### config.mk
export PLATFORM = sky130hd
export DESIGN_NAME = mux_rr_n
export DESIGN_NICKNAME = d
export VERILOG_FILES = /design/src/rtl/mux_rr_n.sv
export SDC_FILE = /design/constraint.sdc
export NUM_CORES = 1
export LEC_CHECK = 0
export ABC_AREA = 0
export CAP_MARGIN = 20
export CORE_MARGIN = 8
export CORE_UTILIZATION = 33
export CTS_CLUSTER_DIAMETER = 120
export DETAILED_ROUTE_END_ITERATION = 6
export PLACE_DENSITY = 0.76
export REMOVE_ABC_BUFFERS = 1
export SLEW_MARGIN = 20
export SYNTH_ARGS = -nofsm -noshare
export SYNTH_HDL_FRONTEND = slang
export SYNTH_SLANG_ARGS = --single-unit
export TNS_END_PERCENT = 10
### constraint.sdc
create_clock -name clk -period 2.3 [get_ports clk]
set_clock_uncertainty 0.2 [all_clocks]
set_input_delay 0.69 -clock clk [delete_from_list [all_inputs] [get_ports clk]]
set_output_delay 0.69 -clock clk [all_outputs]
set_load 0.02 [all_outputs]
### src/rtl/mux_rr_n.sv
// mux_rr_n: N-channel valid/ready mux into a one-entry output register, fixed or round-robin select.
// Round-robin mode and its pointer exist only when MUX_RR_EN is defined; otherwise M is ignored.
module mux_rr_n #(
  parameter int WIDTH = 8,
  parameter int SW    = 2
) (
  input  logic                          clk,
  input  logic                          rst,
  input  logic [(2**SW)*WIDTH-1:0]      X,
  input  logic [2**SW-1:0]              V,
  output logic [2**SW-1:0]              R,
  input  logic                          M,
  input  logic [SW-1:0]                 S,
  output logic [WIDTH-1:0]              Y,
  output logic                          YV,
  input  logic                          YR,
  output logic [SW-1:0]                 YC
);
  localparam int N = 2**SW;
  logic             load, gv;
  logic [SW-1:0]    gi;
  logic [WIDTH-1:0] y_q, y_d;
  logic [SW-1:0]    yc_q, yc_d;
  logic             yv_q, yv_d;
`ifdef MUX_RR_EN
  logic [SW-1:0]    p_q, p_d;
  // Descending scan so the last write is the first valid channel at or after p_q.
  always_comb begin
    gi = S;
    gv = V[S];
    if (M) begin
      gv = |V;
      gi = p_q;
      for (int k = N - 1; k >= 0; k--)
        if (V[p_q + SW'(k)]) gi = p_q + SW'(k);
    end
    p_d = (M & load & gv) ? gi + SW'(1) : p_q;
  end
  always_ff @(posedge clk or posedge rst)
    if (rst) p_q <= '0;
    else     p_q <= p_d;
`else
  logic unused_m;
  assign unused_m = M;
  assign gi = S;
  assign gv = V[S];
`endif
  assign load = ~yv_q | YR;
  assign R    = (load & gv & ~rst) ? {{(N-1){1'b0}}, 1'b1} << gi : '0;
  always_comb begin
    y_d  = (load & gv) ? X[gi*WIDTH +: WIDTH] : y_q;
    yc_d = (load & gv) ? gi : yc_q;
    yv_d = load ? gv : yv_q;
  end
  always_ff @(posedge clk or posedge rst)
    if (rst) begin
      y_q  <= '0;
      yc_q <= '0;
      yv_q <= 1'b0;
    end else begin
      y_q  <= y_d;
      yc_q <= yc_d;
      yv_q <= yv_d;
    end
  assign Y  = y_q;
  assign YC = yc_q;
  assign YV = yv_q;
endmodule

Yosys cells after proc, flatten, opt, wreduce, memory -nomap -nowiden
Index checks and enable logic that the tools add are counted.
{ "word_totals": {"regBits": 11, "inputBits": 42, "output_inout_bits": 15, "word_cells": 14} }
{ "classes": {"n_lt_le_gt_ge": 1, "n_shift": 2, "n_mux": 3, "n_bitwise": 5} }
{ "op_table": {"columns": ["operator", "count"], "rows": [
  ["variable part select 32 x 6 -> 8 bit", 1],
  ["2-to-1 mux 4 bit", 1],
  ["left shift 1 x 2 -> 4 bit (first input constant)", 1],
  ["< comparator 2 x 3 -> 1 bit (second input constant)", 1],
  ["AND 1 bit", 2],
  ["binary-select mux 1 bit (select 2 bit)", 1],
  ["inverter 1 bit", 2],
  ["2-to-1 mux 1 bit", 1],
  ["OR 1 bit", 1]
]} }

Depth between registers and ports, before layout
Gate-level depths: netlist of run 1.
{ "logic_depth": {"ltp_word": 5, "mapped_depth": 6, "depth_no_buf": 4} }

Worst setup path after synthesis of run 1
Ideal clock, no wire load.
{ "synth_path": {"path_kind": "input port to output port", "startpoint": "input port S[1]", "endpoint": "output port R[2]", "t_arrival_ns": 2.053, "t_required_ns": 1.410, "slack_ns": -0.643, "stages": 4, "n_path_buf": 1, "path_cell_list": "buf_6 > mux2i_1 > or3b_4 > nor4b_1"} }
{ "synth_between": {"elab_chain_len": 5, "word_cells_on_any_way": 6, "classes_between": "shift: 1; mux: 3; bitwise: 2"} }
{ "synth_lines": {"columns": ["item", "line_no", "text"], "rows": [
  ["start, declared", "13", "input logic [SW-1:0] S,"],
  ["binary-select mux 1 bit (select 2 bit)", "46", "assign gv = V[S];"],
  ["2-to-1 mux 1 bit (implied by the code)", "46", null],
  ["AND 1 bit (2 in a row)", "49", "assign R = (load & gv & ~rst) ? {{(N-1){1'b0}}, 1'b1} << gi : '0;"],
  ["2-to-1 mux 4 bit *", "49", null],
  ["end, declared", "11", "output logic [2**SW-1:0] R,"]
]} }
Every way passes the cells marked *; elsewhere a longest branch is shown, timed or not. The select of a mux whose other input is x is not followed.

Worst setup path in the final report of run 1
{ "layout_path": {"startpoint": "input port S[1]", "endpoint": "output port R[3]"} }
Same word-level chain as after synthesis.

==> metrics, run 1 <==
Synth warnings=0; clk sink count=11; post-synth cell types=17; CTS clk-pin slew, worst paths=0.07 ns; Critical Path Sink=R[3]; HPWL after DPL=1893 µm; Setup WS pre-CTS=-1.279 ns; Seq pwr share=0.336; final RePlAce weighted congestion=0.7240; clk buf depth=2; crit path launch=S[1]; Mean Syn Cell Area=14.96 µm²; WL met2=1135 µm; fmax=0.3797 GHz; Row Count=17; top routing layer in use=met4; first drt pass iteration count=2; register area share after synthesis=0.3754; input/output buffers=55; Slew Limit Fails=0; combinational power share=0.500; clk_lat worst skew=0.27 ns; final worst slack=-0.3338 ns; Layout Nets=158; share of cells above drive strength 1=0.4261; R2R setup slack=0.42 ns; Tot Pwr=0.7930 mW; routed metal-1 wirelength=1022 µm; Slew Limit Headroom=0.7352; Via-to-Cell Ratio=4.741; CTS H-Tree Depth=1; Via Count=678; die area=3986 µm²; Finish-stage setup viols=4; core area=2148 µm²; largest net degree at the start of global routing=14; failing checks=setup timing; Clk network pwr share=0.163; root buf cell=clkbuf_4; Die X=63.14 µm; Hold WC Path Type=flop to flop; Tcrit/Tclk final=1.145; crit end category=primary output; sum of negative setup slack=-1.184 ns; flops & latches, synth=11; worst hold path depth=1; initial antenna violation count=0; R2R Path Start=YV; first-pass GRT wire length=4015 µm; static leakage=0.6263 nW; R2R Path End=Y[4]; HP Start=Y[3]; DR WL/cell=16.89 µm; Worst Path Max Fanout=3; Max VDD drop=0.3223 mV; P_int=0.5528 mW; vias in the first global route=803; hold_buf cts=0; PwrDens=553.6 nW/µm²; WP data arrival=1.74 ns; Vert. Die Dim=63.14 µm; Initial Util=0.3413; TritonCTS buffer count=3; number of remaining DRC errors=0; CTS tree=yes; total global routing overflow=0; Worst Path Required=1.41 ns; synthesized area=733.2 µm²; Slew @ Worst Pin=0.3968 ns; Ant. Diodes=0; Final min period=2.634 ns; I/O Pins=57; Net Sw Frac=0.3029; area grow syn2layout=95.39%; Switching Power=0.2402 mW; max-cap violations=0; final wirelength=2415 µm; met3 WL=224 µm; run status=finished with violations; Final ANT Viol Nets=0; RSZ-0062 raised after global routing=yes; Post-Synthesis Cells=49; drt initial violations=18; final hold violations=0; cell count of the worst reg-to-reg path=5; CP Class=primary input to primary output; CP Launch Type=primary input; GRT Total Usage=0.1256
cell usage after synthesis, drive strengths merged:
| master | number | area share |
|---|---|---|
| buf | 4 | 0.044 |
| nand3 | 1 | 0.0068 |
| mux2i | 1 | 0.014 |
| dfrtp | 11 | 0.38 |
| and2 | 1 | 0.012 |
| inv | 2 | 0.010 |
| nand2b | 1 | 0.0085 |
| nor4b | 2 | 0.024 |
| o21ai | 1 | 0.0068 |
| mux2 | 10 | 0.20 |
| or3b | 1 | 0.015 |
| mux4 | 8 | 0.25 |
| nor4 | 2 | 0.017 |
| nand2 | 4 | 0.020 |
worst max-delay path: stages:
cell,delay (ns)
buf_6,0.10
buf_4,0.12
buf_6,0.11
mux2_4,0.21
nand3_4,0.09
nor4b_4,0.24
buf_4,0.19
power groups by stage:
stage | Clock [mW] | Combinational, mW | Sequential [mW]
2_1_floorplan | 0 | 0.120 | 0.328
3_3_place_gp | 0 | 0.381 | 0.267
3_5_place_dp | 0 | 0.384 | 0.270
4_1_cts | 0.133 | 0.399 | 0.267
5_1_grt | 0.141 | 0.422 | 0.274
6_report | 0.129 | 0.397 | 0.267
state kept, by name (all words and copies together) (netlist names):
register,count
YV,1
YC,2
Y,8
cell families (layout without fill, tap and decap cells):
group                  after synthesis  count (layout)  synth area share
buffers and inverters                6              72           0.05460
and+or+nand+nor                     12              12            0.1041
AOI/OAI and AO/OA                    1               1          0.006819
muxes                               19              19            0.4590
DFF                                 11              11            0.3754
how the worst min path moves through the flow:
stage                     endpoint  slack [ns]
after floorplan              YC[0]        0.34
after global placement       YC[0]        0.28
after detailed placement     YC[0]        0.28
after CTS                    YC[0]        0.31
after global routing          Y[0]        0.33
final                         Y[3]        0.31
per-layer routing:
metal | track usage | vias to the layer above
met2 | 0.2023 | 37
met4 | 0.04274 | 0
met3 | 0.05124 | 4
met5 | 0 | -
li1 | - | 320
met1 | 0.1468 | 317
area by class of cell:
| cell class | instances | area, µm² |
|---|---|---|
| Fill cell | 187 | 715.7 |
| Timing Repair Buffer | 66 | 606.8 |
| Multi-Input combinational cell | 32 | 481.7 |
| Sequential cell | 11 | 275.3 |
| Tap cell | 28 | 35.03 |
| Clock buffer | 4 | 26.28 |
| Inverter | 2 | 7.507 |
stage by stage:
stage	cell area [µm²]	hold slack [ns]	std cells	utilization
after floorplan	700.7	0.3424	45	-
after global placement	1339	0.2846	135	0.6232
after detailed placement	1339	0.2837	135	0.6232
after CTS	1423	0.3075	143	0.6622
after global routing	1433	0.3317	143	0.6669
final	1433	0.3099	143	0.6669
timing repair:
item                                    in CTS  in global routing
buffers inserted                             4                  0
pin swaps                                    4                  3
gates resized for setup                     52                  3
endpoints found under the setup margin      13                  4
placed cells by master, fill, tap and decap left out, types with 2 or more instances in the layout:
| cell type | instances |
|---|---|
| buf_2 | 4 |
| buf_4 | 13 |
| buf_6 | 2 |
| clkbuf_4 | 3 |
| clkdlybuf4s50_1 | 43 |
| dfrtp_1 | 11 |
| dlygate4sd2_1 | 3 |
| mux2_4 | 10 |
| mux4_2 | 8 |
| nand2_1 | 4 |
| nor4b_4 | 2 |
No activity file was read; power rests on OpenSTA's default activity.
==> run 2, diff against run 1 <==
==> constraint.sdc (replaced) <==
create_clock -name clk -period 2.3 [get_ports clk]
set_clock_uncertainty 0.2 [all_clocks]
set_input_delay 0.46 -clock clk [delete_from_list [all_inputs] [get_ports clk]]
set_output_delay 0.46 -clock clk [all_outputs]
set_load 0.02 [all_outputs]
==> metrics, run 2 (synthesis results as in run 1) <==
CTS clk-pin slew, worst paths=0.07 ns; final hold violations=0; CP Launch Type=flop; Ant. Diodes=0; Layout Nets=156; failing checks=setup timing; Final ANT Viol Nets=0; combinational power share=0.492; vias in the first global route=793; TritonCTS buffer count=3; initial antenna violation count=0; most common cell after layout, fill and taps aside=clkdlybuf4s50_1; CP Class=flop to primary output; PwrDens=565.4 nW/µm²; Hold WC Path Type=flop to flop; Die X=63.14 µm; Via-to-Cell Ratio=4.716; final worst slack=-0.001335 ns; die area=3986 µm²; HPWL after DPL=1843 µm; Via Count=665; Row Count=17; Finish-stage setup viols=1; number of remaining DRC errors=0; GRT Total Usage=0.1227; CP top delay family=simple AND/OR/NAND/NOR gates; area grow syn2layout=89.76%; CTS tree=yes; post-route cell area=1391 µm²; clk_lat worst skew=0.26 ns; clk sink count=11; total global routing overflow=0; DR WL/cell=16.62 µm; static leakage=0.6000 nW; Hold WS=0.3101 ns; Clk network pwr share=0.168; Seq pwr share=0.340; input/output buffers=55; I/O Pins=57; crit end category=primary output; CP bufs+invs=1; slowest stage delay, CP=0.41 ns; hold_buf cts=0; Initial Util=0.3413; core area=2148 µm²; WP data arrival=1.64 ns; Tcrit/Tclk final=1.001; Final min period=2.301 ns; drt initial violations=10; run status=finished with violations; Slew @ Worst Pin=0.4302 ns; first drt pass iteration count=3; Multi-input gate area=450.4 µm²; RSZ-0062 raised after global routing=yes; root buf cell=clkbuf_4; Max VDD drop=0.2445 mV; share of cells above drive strength 1=0.3717; clk buf depth=2; Worst Path Max Fanout=4; first-pass GRT wire length=3926 µm; Worst Path Required=1.64 ns; most frequent cells in the layout=clkdlybuf4s50_1 (46), dfrtp_1 (11), buf_4 (11); Switching Power=0.2375 mW; largest net degree at the start of global routing=14; final wirelength=2344 µm; area occupied by registers=275.3 µm²; CP max stage cell=dfrtp_1; CTS H-Tree Depth=1; max reg flops=8; final RePlAce weighted congestion=0.7240; CP Cell Sequence=nand2b_4 > or3b_4 > nor4b_4 > buf_4; Net Sw Frac=0.3019; Slew Limit Fails=0; max-cap violations=0; Layout fillers=184; Post-DP Area=1339 µm²; fmax=0.4345 GHz; Vert. Die Dim=63.14 µm; P_int=0.5491 mW; Slew Limit Headroom=0.7129
[run 2: changes by cell type in the layout (fill, tap and decap cells not counted), sizes merged]
cell and delta:
buf -5, clkdlybuf4s50 +3, clkdlybuf4s15 +2, dlygate4sd2 -2
[run 2: metrics by stage]
stage               std cells  utilization    TNS, ns  worst slack, ns  total power [mW]
floorplan                  45            -   -0.06990         -0.06990            0.4473
global placement          135       0.6232     -4.731          -0.7409            0.6476
detailed placement        135       0.6232     -5.083          -0.8087            0.6520
CTS                       141       0.6436   -0.03156         -0.02242            0.7979
global route              141       0.6476    -0.1416         -0.06278            0.8273
finish                    141       0.6476  -0.001335        -0.001335            0.7866
[run 2: power groups by stage]
| stage | logic (mW) | clock network (mW) | registers (mW) |
|---|---|---|---|
| after global placement | 0.381 | 0 | 0.267 |
| after global routing | 0.411 | 0.143 | 0.273 |
| final | 0.387 | 0.132 | 0.267 |
| after CTS | 0.391 | 0.139 | 0.268 |
| after detailed placement | 0.382 | 0 | 0.270 |
| after floorplan | 0.120 | 0 | 0.328 |
[run 2: final timing paths]
kind | start | endpoint | slack (ns) | cells past startpoint
max in group asynchronous | rst | Y[1] | 1.01 | 3
min reg2reg | YC[0] | YC[0] | 0.31 | 2
max reg2reg | YV | Y[4] | 0.55 | 6
min | YC[0] | YC[0] | 0.31 | 2
min in group asynchronous | rst | YC[0] | 0.59 | 3
max | YV | R[2] | -0.001 | 4
[run 2: final cells by class]
class,count,share of cell area
multi-input cells,32,0.3237
flip-flops and latches,11,0.1978
well taps,28,0.02518
clock buffers,4,0.01888
inverters,2,0.005396
repair buffers,64,0.4290
[run 2: repair_timing]
item | CTS | global route
endpoints found under the setup margin | 4 | 3
buffers inserted | 2 | 0
pin swaps | 2 | 0
gates resized for setup | 36 | 2
[run 2: tightest hold or removal path, cell delays in order, from the launching register on]
cell and delay, ns:
dfrtp_1 0.37, nand2_1 0.06, nand2_1 0.06
[run 2: layer usage]
layer / vias to the layer above / routed length [µm] / global-route usage
met5: - / 0 / 0
met4: 0 / 20 / 0.05983
met3: 2 / 227 / 0.05830
met2: 35 / 1091 / 0.1869
met1: 312 / 1004 / 0.1409
li1: 316 / - / -
==> run 3, diff against run 2 <==
- CAP_MARGIN: 20 -> default
==> results of run 3 <==
Final layout, timing and power as in run 2 (identical DEF).
